File: src/rtl/ctrl_pipe.sv
// Pipelined RV32I control: ID decode into a control word carried through ID/EX, EX/MEM, MEM/WB.
// Optional macro CTRL_MEXT_EN enables decode of the MUL/DIV family (R-type, funct7=0000001).
module ctrl_pipe #(
  parameter int REG_AW        = 5,
  parameter int LOAD_USE_DIST = 1
) (
  input  logic              clk,
  input  logic              rst_n,
  input  logic              id_valid_i,
  input  logic [6:0]        opcode_i,
  input  logic [2:0]        funct3_i,
  input  logic [6:0]        funct7_i,
  input  logic [REG_AW-1:0] rd_i,
  input  logic [REG_AW-1:0] rs1_i,
  input  logic [REG_AW-1:0] rs2_i,
  input  logic              stall_i,
  input  logic              flush_i,
  output logic              load_use_stall_o,
  output logic              illegal_o,
  output logic              ex_valid_o,
  output logic              ex_alua_src_o,
  output logic              ex_alub_src_o,
  output logic [4:0]        ex_alu_op_o,
  output logic [4:0]        ex_br_op_o,
  output logic [2:0]        ex_imm_src_o,
  output logic              mem_valid_o,
  output logic              mem_dm_wr_o,
  output logic [2:0]        mem_dm_ctrl_o,
  output logic              wb_valid_o,
  output logic              wb_ru_wr_o,
  output logic [1:0]        wb_wr_src_o,
  output logic [REG_AW-1:0] wb_rd_o
);

  localparam int STAGES = 3;

  localparam logic [6:0] OP_R      = 7'b0110011;
  localparam logic [6:0] OP_IMM    = 7'b0010011;
  localparam logic [6:0] OP_LOAD   = 7'b0000011;
  localparam logic [6:0] OP_STORE  = 7'b0100011;
  localparam logic [6:0] OP_BRANCH = 7'b1100011;
  localparam logic [6:0] OP_JAL    = 7'b1101111;
  localparam logic [6:0] OP_JALR   = 7'b1100111;
  localparam logic [6:0] OP_LUI    = 7'b0110111;
  localparam logic [6:0] OP_AUIPC  = 7'b0010111;

  localparam logic [1:0] WS_LOAD = 2'b01;

  typedef struct packed {
    logic              asrc;
    logic              bsrc;
    logic [4:0]        alu_op;
    logic [4:0]        br_op;
    logic [2:0]        imm_src;
    logic              dm_wr;
    logic [2:0]        dm_ctrl;
    logic              ru_wr;
    logic [1:0]        wr_src;
    logic [REG_AW-1:0] rd;
  } ex_t;

  typedef struct packed {
    logic              dm_wr;
    logic [2:0]        dm_ctrl;
    logic              ru_wr;
    logic [1:0]        wr_src;
    logic [REG_AW-1:0] rd;
  } mem_t;

  typedef struct packed {
    logic              ru_wr;
    logic [1:0]        wr_src;
    logic [REG_AW-1:0] rd;
  } wb_t;

  ex_t               dec, ex_nxt;
  logic              dec_ill;
  ex_t               id_ex;
  mem_t              ex_mem;
  wb_t               mem_wb;
  logic              ill_q;
  logic              vld_in, ill_nxt, ins_ok;
  logic [STAGES:1]   vld_pipe;
  logic              hit_ex, hit_mem;

  always_comb begin
    dec     = '0;
    dec_ill = 1'b0;
    dec.rd  = rd_i;
    case (opcode_i)
      OP_R: begin
        if (funct7_i == 7'b0000001) begin
`ifdef CTRL_MEXT_EN
          dec.alu_op = {2'b10, funct3_i};
          dec.ru_wr  = 1'b1;
`else
          dec_ill = 1'b1;
`endif
        end else begin
          dec.alu_op = {1'b0, funct7_i[5], funct3_i};
          dec.ru_wr  = 1'b1;
        end
      end
      OP_IMM: begin
        // funct7[5] only distinguishes shifts (SRLI/SRAI); elsewhere it is immediate bits
        dec.alu_op = {1'b0, (funct3_i == 3'b001 || funct3_i == 3'b101) & funct7_i[5], funct3_i};
        dec.bsrc   = 1'b1;
        dec.ru_wr  = 1'b1;
      end
      OP_LOAD: begin
        dec.dm_ctrl = funct3_i;
        dec.wr_src  = WS_LOAD;
        dec.ru_wr   = 1'b1;
      end
      OP_STORE: begin
        dec.dm_wr   = 1'b1;
        dec.dm_ctrl = funct3_i;
        dec.imm_src = 3'b001;
      end
      OP_BRANCH: begin
        dec.asrc    = 1'b1;
        dec.bsrc    = 1'b1;
        dec.br_op   = {2'b01, funct3_i};
        dec.imm_src = 3'b101;
      end
      OP_JAL: begin
        dec.asrc    = 1'b1;
        dec.bsrc    = 1'b1;
        dec.br_op   = 5'b10000;
        dec.wr_src  = 2'b10;
        dec.ru_wr   = 1'b1;
        dec.imm_src = 3'b110;
      end
      OP_JALR: begin
        dec.bsrc   = 1'b1;
        dec.br_op  = 5'b10000;
        dec.wr_src = 2'b10;
        dec.ru_wr  = 1'b1;
      end
      OP_LUI: begin
        dec.bsrc    = 1'b1;
        dec.alu_op  = 5'b00111;
        dec.ru_wr   = 1'b1;
        dec.imm_src = 3'b010;
      end
      OP_AUIPC: begin
        dec.asrc    = 1'b1;
        dec.bsrc    = 1'b1;
        dec.ru_wr   = 1'b1;
        dec.imm_src = 3'b010;
      end
      default: dec_ill = 1'b1;
    endcase
    if (dec_ill) dec = '0;
  end

  // A load is identified downstream by its write-back source
  always_comb begin
    hit_ex  = vld_pipe[1] && (id_ex.wr_src == WS_LOAD) && (id_ex.rd != '0) &&
              ((id_ex.rd == rs1_i) || (id_ex.rd == rs2_i));
    hit_mem = (LOAD_USE_DIST >= 2) && vld_pipe[2] && (ex_mem.wr_src == WS_LOAD) &&
              (ex_mem.rd != '0) && ((ex_mem.rd == rs1_i) || (ex_mem.rd == rs2_i));
  end

  assign load_use_stall_o = id_valid_i && (hit_ex || hit_mem);

  always_comb begin
    ins_ok  = id_valid_i && !flush_i && !load_use_stall_o;
    vld_in  = ins_ok && !dec_ill;
    ill_nxt = ins_ok && dec_ill;
    ex_nxt  = vld_in ? dec : '0;
  end

  always_ff @(posedge clk or negedge rst_n) begin
    if (!rst_n) begin
      vld_pipe <= '0;
      id_ex    <= '0;
      ex_mem   <= '0;
      mem_wb   <= '0;
      ill_q    <= 1'b0;
    end else if (!stall_i) begin
      vld_pipe <= {vld_pipe[STAGES-1:1], vld_in};
      id_ex    <= ex_nxt;
      ex_mem   <= '{dm_wr: id_ex.dm_wr, dm_ctrl: id_ex.dm_ctrl, ru_wr: id_ex.ru_wr,
                    wr_src: id_ex.wr_src, rd: id_ex.rd};
      mem_wb   <= '{ru_wr: ex_mem.ru_wr, wr_src: ex_mem.wr_src, rd: ex_mem.rd};
      ill_q    <= ill_nxt;
    end
  end

  assign illegal_o     = ill_q;
  assign ex_valid_o    = vld_pipe[1];
  assign ex_alua_src_o = id_ex.asrc;
  assign ex_alub_src_o = id_ex.bsrc;
  assign ex_alu_op_o   = id_ex.alu_op;
  assign ex_br_op_o    = id_ex.br_op;
  assign ex_imm_src_o  = id_ex.imm_src;
  assign mem_valid_o   = vld_pipe[2];
  assign mem_dm_wr_o   = ex_mem.dm_wr;
  assign mem_dm_ctrl_o = ex_mem.dm_ctrl;
  assign wb_valid_o    = vld_pipe[3];
  assign wb_ru_wr_o    = mem_wb.ru_wr;
  assign wb_wr_src_o   = mem_wb.wr_src;
  assign wb_rd_o       = mem_wb.rd;

endmodule

File: config.mk
export PLATFORM = sky130hd
export DESIGN_NAME = ctrl_pipe
export DESIGN_NICKNAME = d
export VERILOG_FILES = /design/src/rtl/ctrl_pipe.sv
export SDC_FILE = /design/constraint.sdc
export NUM_CORES = 1
export LEC_CHECK = 0
export ABC_AREA = 1
export CAP_MARGIN = 20
export CORE_ASPECT_RATIO = 0.7
export CORE_MARGIN = 5
export CORE_UTILIZATION = 49
export DETAILED_ROUTE_END_ITERATION = 10
export GPL_TIMING_DRIVEN = 0
export PLACE_DENSITY = 0.8
export SYNTH_ARGS = -nofsm -noshare
export SYNTH_HDL_FRONTEND = slang
export SYNTH_SLANG_ARGS = --single-unit
File: constraint.sdc
create_clock -name clk -period 1.6 [get_ports clk]
set_input_delay 0.32 -clock clk [delete_from_list [all_inputs] [get_ports clk]]
set_output_delay 0.32 -clock clk [all_outputs]
set_load 0.01 [all_outputs]
After elaboration in Yosys (flattened, before gate mapping)
Cells that the tools add are included.
{ "classes": {"n_eq_ne": 15, "muxes": 15, "bitwise": 1, "reduce_logical": 21} }
{ "ops": {"columns": ["op", "count"], "rows": [
  ["$mux 27", 2],
  ["$eq 7x6->1 const B", 3],
  ["$eq 7x7->1 const B", 3],
  ["$pmux 5 s3", 1],
  ["$eq 7x5->1 const B", 2],
  ["$pmux 3 s4", 1],
  ["$reduce_or 6->1", 2],
  ["$eq 5x5->1", 2],
  ["$pmux 5 s2", 1],
  ["$logic_and 1x1->1", 8],
  ["$reduce_or 8->1", 1],
  ["$eq 7x1->1 const B", 1],
  ["$eq 7x2->1 const B", 1],
  ["$reduce_or 2->1", 3],
  ["$mux 1", 5],
  ["$reduce_bool 5->1", 1],
  ["$mux 4", 1],
  ["$pmux 1 s2", 2],
  ["$pmux 2 s2", 1],
  ["$eq 3x1->1 const B", 1],
  ["$eq 3x3->1 const B", 1],
  ["$logic_not 1->1", 3],
  ["$mux 3", 1],
  ["$reduce_or 3->1", 1],
  ["other kinds (3)", 4]
]} }
{ "totals": {"regBits": 51, "out_inout_bits": 32, "wordCells": 72} }

Depth between registers and ports, before layout
Gate-level depths: netlist of the first run.
{ "logic_depth": {"word_depth": 9, "mapped_depth": 10, "mapped_depth_nobuf": 9} }

Least setup slack after synthesis of the first run
Ideal clock, no wire load.
{ "synth_path": {"kind": "flip-flop to output port", "from": "register id_ex[4] in the netlist's numbering", "to": "output port load_use_stall_o", "arrival_ns": 1.173, "slack_ns": 0.107, "path_stages_with_launch": 8, "path_buffers": 1, "cell_sequence": "dfrtp_1 nor3_1 nand3_1 nand3_1 inv_1 nand2_2 buf_2 inv_1"} }
{ "synth_between": {"elab_chain_cells": 4} }
{ "synth_lines": {"columns": ["element", "line_no", "source"], "rows": [
  ["from (decl)", "78", "ex_t id_ex;"],
  ["from (signal assigned)", "183", "id_ex <= ex_nxt;"],
  ["$eq 5x5->1 / $reduce_bool 5->1 (equally long branches)", "160, 159", null],
  ["$logic_or 1x1->1 / $logic_and 1x1->1 (equally long branches)", "160, 159", null],
  ["$logic_and 1x1->1 (*)", "159", "hit_ex = vld_pipe[1] && (id_ex.wr_src == WS_LOAD) && (id_ex.rd != '0) &&"],
  ["$logic_and 1x1->1 (*)", "165", "assign load_use_stall_o = id_valid_i && (hit_ex || hit_mem);"],
  ["to (decl)", "18", "output logic load_use_stall_o,"]
]} }
Every way passes the cells marked *; elsewhere a longest branch is shown, timed or not.

Worst setup path in the final report of the first run
Ends and elaborated chain as after synthesis.

==> results of run 1 <==
==> worst reg2reg max path, cell delays in order (launching register included) <==
cell     delay (ns)
dfrtp_2        0.48
xnor2_1        0.22
nand3_1        0.11
nand2_2        0.09
nand2_4        0.05
buf_4          0.16
buf_6          0.15
nand4_1        0.10
nand2_1        0.06
==> metal layers <==
metal / wire length, um / share of wire [%]
met3: 468 / 6.7
met1: 3210 / 46
met4: 78 / 1.1
met5: 0 / 0
met2: 3240 / 46
==> state kept, by name, summed over array words and instances, names as in the netlist <==
name / count
id_ex: 12
ex_mem: 8
ex_br_op_o: 5
wb_rd_o: 5
ex_alu_op_o: 4
ex_imm_src_o: 3
mem_dm_ctrl_o: 3
vld_pipe: 3
wb_wr_src_o: 2
ex_alua_src_o: 1
ex_alub_src_o: 1
illegal_o: 1
mem_dm_wr_o: 1
wb_ru_wr_o: 1
==> cell type report <==
| type | instances | area [um2] |
|---|---|---|
| Sequential cell | 50 | 1250 |
| Buffer | 29 | 206 |
| Inverter | 36 | 141 |
| Tap cell | 72 | 90.1 |
| Fill cell | 419 | 1540 |
| Clock inverter | 2 | 13.8 |
| Timing Repair Buffer | 82 | 781 |
| Multi-Input combinational cell | 234 | 1190 |
| Clock buffer | 5 | 68.8 |
==> Yosys cell counts, types with 2 or more instances <==
cell      instances  area share, %
nand2_2          11            2.6
nand4_1          25            5.8
buf_4            16            4.5
nand2_1         130             18
nor2_2            6            1.4
dfrtp_1          50             47
nor3_1            4           0.74
xor2_1            4            1.3
buf_2             5           0.93
clkbuf_1          5           0.70
buf_6             2           0.84
inv_1            29            4.0
o21ai_0          12            2.2
nor2_4            3            1.3
nor2_1           16            2.2
nand3_1          15            2.8
xnor2_1           2           0.65
inv_2             6           0.84
==> what timing repair did <==
item	in CTS	in global routing
endpoints found under the setup margin	39	41
gates cloned	0	2
endpoints found under the hold margin	17	0
buffers inserted	8	3
pin swaps	14	15
gates resized for setup	41	31
hold buffers	1	0
==> cells in the final DEF (no fill, tap or decap), types with 4 or more instances in the layout <==
cell type	netlist	final
nand2_1	130	128
dfrtp_1	50	47
clkdlybuf4s50_1	0	36
buf_4	16	28
nand4_1	25	25
dlygate4sd2_1	0	24
inv_1	29	23
nor2_1	16	14
nand3_1	15	14
inv_2	6	11
o21ai_0	12	11
nand2_2	11	10
nor2_4	3	7
buf_6	2	6
clkbuf_8	0	5
dlymetal6s2s_1	0	5
xor2_1	4	4
nor2_2	6	4
clkbuf_1	5	4
==> power by group through the flow <==
| stage | Combinational [mW] | Clock (mW) | Sequential [mW] |
|---|---|---|---|
| final | 0.303 | 0.728 | 1.28 |
| after global routing | 0.331 | 0.773 | 1.28 |
| after CTS | 0.287 | 0.734 | 1.28 |
| after detailed placement | 0.282 | 0 | 1.30 |
| after global placement | 0.271 | 0 | 1.30 |
| after floorplan | 0.112 | 0 | 1.30 |
==> stage by stage <==
step / power (mW) / setup TNS [ns] / hold slack (ns)
finish: 2.31 / -0.226 / 0.473
global route: 2.38 / -0.371 / 0.504
CTS: 2.30 / -0.235 / 0.477
detailed placement: 1.58 / -14.43 / 0.279
global placement: 1.57 / -69.40 / 0.452
floorplan: 1.42 / 0 / 0.0244
==> final timing paths <==
path                                         end  slack, ns       from
worst max-delay path            load_use_stall_o      -0.23   id_ex[4]
worst min-delay path               ex_alub_src_o       0.47      rst_n
worst max register to register   ex_imm_src_o[1]       0.07   id_ex[4]
worst min register to register        wb_rd_o[3]       0.47  ex_mem[3]
max in group asynchronous               id_ex[0]       0.60      rst_n
min in group clk                      wb_rd_o[3]       0.47  ex_mem[3]
==> logic make-up after synthesis <==
family                 Yosys count
AND/OR/NAND/NOR                213
other                            1
XOR/XNOR                         6
buffers and inverters           65
flip-flops                      50
AO/OA/AOI/OAI                   14
==> summary.txt, run 1 <==
Status
  • Outcome: finished with violations
  • Violated checks: negative setup slack

STA
  • Post-route setup slack: -0.226 ns
  • RSZ-0062 raised after global routing: true
  • Tcrit/Tclk final: 114%
  • Post-Route Skew: 0.00477 ns
  • Max Clock Freq: 0.548 GHz
  • Max Slew Vio Count: 0
  • # setup viols final: 1
  • Fin. Hold Viols: 0
  • Min cycle time layout: 1.83 ns

Cells and area
  • Synth-to-layout area growth: 39.2%
  • Core Util, Final: 70.8%
  • Layout net count: 475
  • Ant diodes: 0
  • Post-route cell area: 0.00374 mm2
  • Layout cell share with drive strength beyond 1: 21.5%
  • Final Non-Filler Cells: 510

Logic synthesis
  • Synth Area in Compound Gates: 2.60%
  • Yosys reg bits: 50
  • Mapped Nets: 386
  • Mux cell area share after synthesis: 0%
  • Number of flops mapped to enable cells by yosys: 0
  • Synthesized area per cell: 7.71 um2
  • Post-synthesis simple-gate area fraction: 36.7%
  • Syn Inst Count: 349
  • Post-synthesis adder-cell area fraction: 0%
  • Post-Syn Area: 0.00269 mm2
  • Cell variety after synth: 26
  • Largest family of logic cells by synthesized area: simple AND/OR/NAND/NOR gates
  • Yosys warns: 0
  • Share of synthesized registers carrying an async set or reset: 100%
  • Sequential element share of the synthesized area: 46.5%
  • Main synth FF type: dfrtp_1
  • Xor/xnor share of the synthesized area: 1.95%

Clock network
  • Clock transition at the registers of the reported paths: 0.09 ns
  • Root Driver: clkbuf_8
  • CTS Sinks: 50
  • CTS HTree Levels: 2
  • CTS tree: yes
  • Clock Latency Late Sink: 0.30 ns
  • TritonCTS Buffers: 5
  • Max Root-Sink Buffers: 2

Floorplan
  • Row count: 22
  • Die area: 0.00710 mm2
  • Core area: 0.00529 mm2
  • Starting Density: 50.9%
  • Die Width: 98.6 um
  • Die H: 72.0 um
  • I/O Pins: 69

Drt
  • Initial DRC count: 175
  • Via count: 2561
  • Drt pass-1 iters: 5
  • Vias per std cell: 5.02
  • Wire per inst: 13.7 um
  • WL final: 7.00 mm
  • Post-route antenna net violation count: 0
  • DRC: 0

Setup path
  • WP data required: 1.28 ns
  • Startpoint Class: flip-flop
  • Worst Reg2Reg Path Length in Cells: 8
  • Data arrival, critical path: 1.51 ns
  • Buf+Inv Stages, Crit Path: 3
  • CP endpoint kind: primary output
  • WS Path Type: reg2out
  • Most common cell on crit path: buf_6
  • Worst path depth: 7
  • Crit Path Max Fanout: 5
  • CP Cell Sequence: xnor2_1, nand3_1, nand2_2, nand2_4, buf_6, inv_2, buf_6
  • CP top delay family: flip-flops
  • Max stage delay on crit path: 0.48 ns
  • Critical-path top delay cell: dfrtp_2

GRT
  • GRT Overall Usage: 19.1%
  • GRT met2 Usage: 30.3%
  • Grt met3 use: 3.84%
  • Initial antenna violation count: 0
  • Total global routing overflow: 0
  • First-pass GRT wire length: 11.1 mm
  • GRT met1 Usage: 27.2%
  • Largest net degree at the start of global routing: 34
  • GRT Max-Usage Layer: met2
  • Number of global-route vias before repair: 2398

Power
  • Leak: 2.16 nW
  • Sw Pwr: 597 uW
  • PwrDens: 617 mW/mm2
  • Seq pwr share: 55.3%
  • Switching power share of the total: 25.8%
  • Maximum vdd drop: 0.497 mV
  • Internal power: 1.71 mW
  • Clock network fraction of design power: 31.5%
  • Combinational share of power: 13.1%

Placement
  • Port-buffer cells: 67
  • Post-DP Area: 0.00347 mm2
  • Detail Placement HPWL: 5.08 mm
  • Routability congestion estimate: 0.901
  • Dpl cells: 489
  • Setup WS pre-CTS: -0.908 ns

Min path
  • Worst hold path type: in2async

Flow run
  • MaxCap Viol Count: 0
Power figures use the tool's default switching activity.
==> run 2, diff against run 1 <==
--- a/config.mk
+++ b/config.mk
@@ -6,12 +6,12 @@
 export NUM_CORES = 1
 export LEC_CHECK = 0
 export ABC_AREA = 1
-export CAP_MARGIN = 20
 export CORE_ASPECT_RATIO = 0.7
 export CORE_MARGIN = 5
 export CORE_UTILIZATION = 49
 export DETAILED_ROUTE_END_ITERATION = 10
 export GPL_TIMING_DRIVEN = 0
+export MAX_ROUTING_LAYER = met4
 export PLACE_DENSITY = 0.8
 export SYNTH_ARGS = -nofsm -noshare
 export SYNTH_HDL_FRONTEND = slang
==> summary.txt, run 2 (same netlist as run 1, synthesis figures left out) <==
Setup path
  • Startpoint Class: flip-flop
  • Max stage delay on crit path: 0.45 ns (-0.03 ns)
  • WS Path Type: reg2out
  • WP data required: 1.28 ns (about the same)
  • CP endpoint kind: primary output
  • Crit Path Max Fanout: 4 (-1)
  • Data arrival, critical path: 1.54 ns (+0.03 ns)
  • Critical-path top delay cell: dfrtp_2
  • CP Cell Sequence: nor3_1, nand3_1, nand3_1, inv_1, nand2_4, buf_6, inv_2, buf_6

GRT
  • Number of global-route vias before repair: 2459 (+2.5%)
  • Initial antenna violation count: 0 (unchanged)
  • Largest net degree at the start of global routing: 34 (unchanged)
  • GRT Overall Usage: 20.2% (+1.0 points)
  • Total global routing overflow: 0 (unchanged)
  • First-pass GRT wire length: 11.4 mm (+2.9%)

Clock network
  • CTS HTree Levels: 2 (unchanged)
  • TritonCTS Buffers: 5 (unchanged)
  • CTS Sinks: 50 (unchanged)
  • Root Driver: clkbuf_8
  • Max Root-Sink Buffers: 2 (unchanged)
  • CTS tree: yes
  • Clock transition at the registers of the reported paths: 0.10 ns (about the same)
  • Clock Latency Late Sink: 0.30 ns (about the same)

Cells and area
  • Ant diodes: 0 (unchanged)
  • Top reg by flops: id_ex
  • Most common cell after layout, fill and taps aside: nand2_1
  • Layout cell share with drive strength beyond 1: 21.5% (+0.032 points)
  • Fill cells: 425 (+1.4%)
  • Synth-to-layout area growth: 41.3%
  • Post-route cell area: 0.00380 mm2 (+1.5%)
  • Commonest non-fill, non-tap cells in the layout: 126 x nand2_1, 47 x dfrtp_1, 35 x clkdlybuf4s50_1, 30 x buf_4, 25 x nand4_1
  • Layout net count: 478 (+0.63%)
  • Max FFs per register: 12 (unchanged)
  • Registers with the most flip-flops: id_ex: 12 flops, ex_mem: 8 flops

STA
  • Max Clock Freq: 0.539 GHz (-1.6%)
  • Minimum hold slack: 0.480 ns (+0.00676 ns)
  • Post-Route Skew: 0.00608 ns (+0.00131 ns)
  • RSZ-0062 raised after global routing: true
  • Tcrit/Tclk final: 116% (+1.9 points)
  • # setup viols final: 4 (+3)
  • Post-route setup slack: -0.256 ns (-0.0305 ns)
  • Worst Tran Pin Value: 0.541 ns
  • Fin. Hold Viols: 0 (unchanged)
  • Max transition margin: 63.7%
  • Min cycle time layout: 1.86 ns (+0.0305 ns)
  • Max Slew Vio Count: 0 (unchanged)

Min path
  • Worst hold path type: in2async

Power
  • PwrDens: 658 mW/mm2 (+6.7%)
  • Maximum vdd drop: 0.358 mV (-28%)
  • Leak: 2.23 nW (+3.1%)

Placement
  • Detail Placement HPWL: 4.98 mm (-2.0%)
  • Port-buffer cells: 67 (unchanged)
  • Routability congestion estimate: 0.908 (+0.80%)
  • Setup WS pre-CTS: -0.901 ns (+0.00667 ns)
  • Post-DP Area: 0.00347 mm2 (unchanged)

Floorplan
  • Die H: 72.0 um (unchanged)
  • Die area: 0.00710 mm2 (unchanged)
  • Die Width: 98.6 um (unchanged)
  • I/O Pins: 69 (unchanged)
  • Core area: 0.00529 mm2 (unchanged)
  • Row count: 22 (unchanged)
  • Starting Density: 50.9% (unchanged)

Drt
  • Initial DRC count: 152 (-13%)
  • Post-route antenna net violation count: 0 (unchanged)
  • DRC: 0 (unchanged)
  • Wire per inst: 13.5 um (-1.5%)
  • Via count: 2545 (-0.62%)
  • Drt pass-1 iters: 4 (-1)
  • WL final: 6.95 mm (-0.77%)
  • Vias per std cell: 4.95 (-1.4%)

Status
  • Outcome: finished with violations
  • Violated checks: negative setup slack

Flow run
  • MaxCap Viol Count: 0 (unchanged)
## run 2: worst paths after layout
path,end,startpoint,slack [ns],depth (start not counted)
setup / recovery,load_use_stall_o,id_ex[4],-0.26,8
min in group clk,mem_dm_ctrl_o[0],id_ex[8],0.48,2
setup reg to reg,id_ex[8],id_ex[4],-0.01,9
max in group asynchronous,id_ex[4],rst_n,0.60,3
hold reg to reg,mem_dm_ctrl_o[0],id_ex[8],0.48,2
hold / removal,ex_alub_src_o,rst_n,0.48,2
## run 2: metal layers
layer / wire [um] / track usage (%) / vias up
li1: - / - / 1268
met1: 3260 / 27.2 / 1192
met2: 3240 / 32.0 / 79
met3: 396 / 4.51 / 6
met4: 50 / 3.48 / 0
met5: 0 / - / -
## run 2: power breakdown
| part | internal [mW] | total [mW] | switching (mW) | leakage (nW) |
|---|---|---|---|---|
| registers | 1.27 | 1.28 | 0.00635 | 0.692 |
| clock network | 0.474 | 0.913 | 0.439 | 0.0587 |
| logic | 0.143 | 0.309 | 0.166 | 1.48 |
## run 2: cell type report
| type | count | area [um2] | share of cell area (%) |
|---|---|---|---|
| clock buffers | 5 | 68.8 | 1.81 |
| plain buffers | 29 | 200 | 5.27 |
| inverters | 36 | 139 | 3.65 |
| flip-flops and latches | 50 | 1250 | 33.0 |
| multi-input cells | 234 | 1170 | 30.9 |
| repair buffers | 85 | 826 | 21.7 |
| well taps | 72 | 90.1 | 2.37 |
| clock inverters | 3 | 47.5 | 1.25 |
## run 2: timing repair
| item | in CTS | in global routing |
|---|---|---|
| resized for setup | 42 | 27 |
| endpoints found under the setup margin | 38 | 42 |
| hold buffers | 1 | 0 |
| cloned | 1 | 1 |
| setup buffers | 9 | 5 |
| pin swaps | 13 | 7 |
| hold endpoints to repair | 17 | 0 |
## run 2: through the flow
| step | TNS [ns] | util, % | total power [mW] | cells |
|---|---|---|---|---|
| 3_3_place_gp | -70.33 | 65.3 | 1.57 | 488 |
| 4_1_cts | -0.245 | 69.9 | 2.50 | 508 |
| 5_1_grt | -1.19 | 71.9 | 2.60 | 514 |
| 2_1_floorplan | 0 | - | 1.42 | 349 |
| 6_report | -0.281 | 71.9 | 2.50 | 514 |
| 3_5_place_dp | -13.30 | 65.6 | 1.58 | 489 |
## run 2: worst max-delay path: cells and delay by family (launching register included)
family | cells | cell delay [ns]
AND/OR/NAND/NOR | 4 | 0.48
flip-flops | 1 | 0.45
buffers and inverters | 4 | 0.30
==> run 3, diff against run 2 <==
--- a/config.mk
+++ b/config.mk
@@ -8,7 +8,7 @@
 export ABC_AREA = 1
 export CORE_ASPECT_RATIO = 0.7
 export CORE_MARGIN = 5
-export CORE_UTILIZATION = 49
+export CORE_UTILIZATION = 45
 export DETAILED_ROUTE_END_ITERATION = 10
 export GPL_TIMING_DRIVEN = 0
 export MAX_ROUTING_LAYER = met4
==> summary.txt, run 3 (same netlist as run 1, synthesis figures left out) <==
Cells and area
  • Registers with the most flip-flops: id_ex: 12 flops, ex_mem: 8 flops
  • Most common cell after layout, fill and taps aside: nand2_1
  • Synth-to-layout area growth: 38.6%
  • Top reg by flops: id_ex
  • Ant diodes: 0 (unchanged)
  • Layout cell share with drive strength beyond 1: 20.2% (-1.3 points)
  • Final Non-Filler Cells: 511 (-0.58%)
  • Layout net count: 472 (-1.3%)
  • Commonest non-fill, non-tap cells in the layout: 127 x nand2_1, 47 x dfrtp_1, 38 x clkdlybuf4s50_1, 26 x inv_1, 26 x buf_4
  • Max FFs per register: 12 (unchanged)

Setup path
  • WS Path Type: in2out
  • WP data required: 1.28 ns (about the same)
  • CP endpoint kind: primary output
  • Crit Path Max Fanout: 2 (-2)
  • Data arrival, critical path: 1.55 ns (about the same)
  • Startpoint Class: primary input

GRT
  • Largest net degree at the start of global routing: 41 (+21%)
  • First-pass GRT wire length: 11.3 mm (-0.90%)
  • GRT Overall Usage: 19.6% (-0.59 points)
  • Number of global-route vias before repair: 2463 (+0.16%)
  • Initial antenna violation count: 0 (unchanged)
  • Total global routing overflow: 0 (unchanged)

Placement
  • Routability congestion estimate: 0.929 (+2.3%)
  • Detail Placement HPWL: 5.06 mm (+1.6%)
  • Port-buffer cells: 67 (unchanged)
  • Setup WS pre-CTS: -0.925 ns (-0.0245 ns)
  • Dpl cells: 492 (+0.61%)

STA
  • Fin. Hold Viols: 0 (unchanged)
  • Setup TNS: -0.270 ns (+0.0109 ns)
  • Minimum hold slack: 0.409 ns (-0.0712 ns)
  • Tcrit/Tclk final: 117% (+0.90 points)
  • RSZ-0062 raised after global routing: true
  • # setup viols final: 1 (-3)
  • Post-Route Skew: 0.00646 ns (+0.000385 ns)
  • Post-route setup slack: -0.270 ns (-0.0145 ns)
  • Min cycle time layout: 1.87 ns (+0.0145 ns)
  • Max Clock Freq: 0.535 GHz (-0.77%)
  • Max Slew Vio Count: 0 (unchanged)

Clock network
  • Root Driver: clkbuf_8
  • CTS HTree Levels: 2 (unchanged)
  • Clock Latency Late Sink: 0.31 ns (about the same)
  • TritonCTS Buffers: 5 (unchanged)
  • Max Root-Sink Buffers: 2 (unchanged)
  • CTS Sinks: 50 (unchanged)
  • CTS tree: yes
  • Clock transition at the registers of the reported paths: 0.09 ns (about the same)

Status
  • Outcome: finished with violations
  • Violated checks: negative setup slack

Drt
  • Wire per inst: 13.6 um (+0.54%)
  • WL final: 6.94 mm (about the same)
  • DRC: 0 (unchanged)
  • Drt pass-1 iters: 4 (unchanged)
  • Initial DRC count: 149 (-2.0%)
  • Post-route antenna net violation count: 0 (unchanged)
  • Via count: 2497 (-1.9%)
  • Vias per std cell: 4.89 (-1.3%)

Floorplan
  • Row count: 23 (+4.5%)
  • Die H: 74.7 um (+3.8%)
  • I/O Pins: 69 (unchanged)
  • Starting Density: 46.7% (-4.2 points)
  • Die area: 0.00765 mm2 (+7.8%)
  • Die Width: 102 um (+3.9%)
  • Core area: 0.00576 mm2 (+8.9%)

Flow run
  • MaxCap Viol Count: 0 (unchanged)

Power
  • Leak: 2.15 nW (-3.5%)
  • Total power: 2.37 mW (-5.2%)
  • Maximum vdd drop: 0.479 mV (+34%)
  • PwrDens: 635 mW/mm2 (-3.4%)

Min path
  • Worst hold path type: in2async
==> run 3: area by class of cell <==
| class | count | area [um2] |
|---|---|---|
| Multi-Input combinational cell | 234 | 1180 |
| Inverter | 36 | 139 |
| Sequential cell | 50 | 1250 |
| Tap cell | 75 | 93.8 |
| Fill cell | 496 | 2030 |
| Buffer | 29 | 204 |
| Clock inverter | 2 | 17.5 |
| Timing Repair Buffer | 79 | 757 |
| Clock buffer | 6 | 82.6 |
==> run 3: repair_timing <==
action                                  CTS  global route
endpoints found under the hold margin    10             0
cloned                                    0             1
endpoints found under the setup margin   37            41
pin swaps                                10             6
buffers inserted                          7             2
hold buffers                              1             0
resized for setup                        37            26
==> run 3: where the power goes <==
group          leakage [nW]  internal [mW]  switching [mW]
sequential            0.692           1.27         0.00668
combinational          1.41          0.137           0.166
clock                0.0514          0.356           0.433
total                  2.15           1.76           0.606
==> run 3: worst max-delay path, cell delays in order <==
cell,delay (ns)
clkdlybuf4s50_1,0.45
inv_1,0.07
nor3_1,0.18
nand3_1,0.11
inv_1,0.11
nand2_4,0.06
buf_6,0.12
inv_2,0.04
buf_6,0.09
==> run 3: metrics by stage <==
stage / util, % / area (um2)
final: 64.8 / 3730
after global routing: 64.8 / 3730
after CTS: 63.1 / 3630
after detailed placement: 60.3 / 3470
after global placement: 60.0 / 3450
after floorplan: - / 2690
==> run 3: path summary, 6_finish.rpt <==
path	start	to	slack, ns	depth (start not counted)
max in group asynchronous	rst_n	id_ex[1]	0.69	3
max	id_valid_i	load_use_stall_o	-0.27	9
min in group clk	opcode_i[6]	id_ex[11]	0.46	4
min reg2reg	id_ex[11]	mem_dm_wr_o	0.48	2
min	rst_n	mem_dm_wr_o	0.41	2
max reg2reg	id_ex[1]	ex_br_op_o[3]	0.05	9
==> run 3: per-layer routing <==
| layer | vias up | wire (um) | track usage [%] |
|---|---|---|---|
| met5 | - | 0 | - |
| met4 | 0 | 139 | 6.99 |
| met3 | 13 | 359 | 3.61 |
| met2 | 63 | 3310 | 30.9 |
| met1 | 1169 | 3140 | 25.6 |
| li1 | 1252 | - | - |
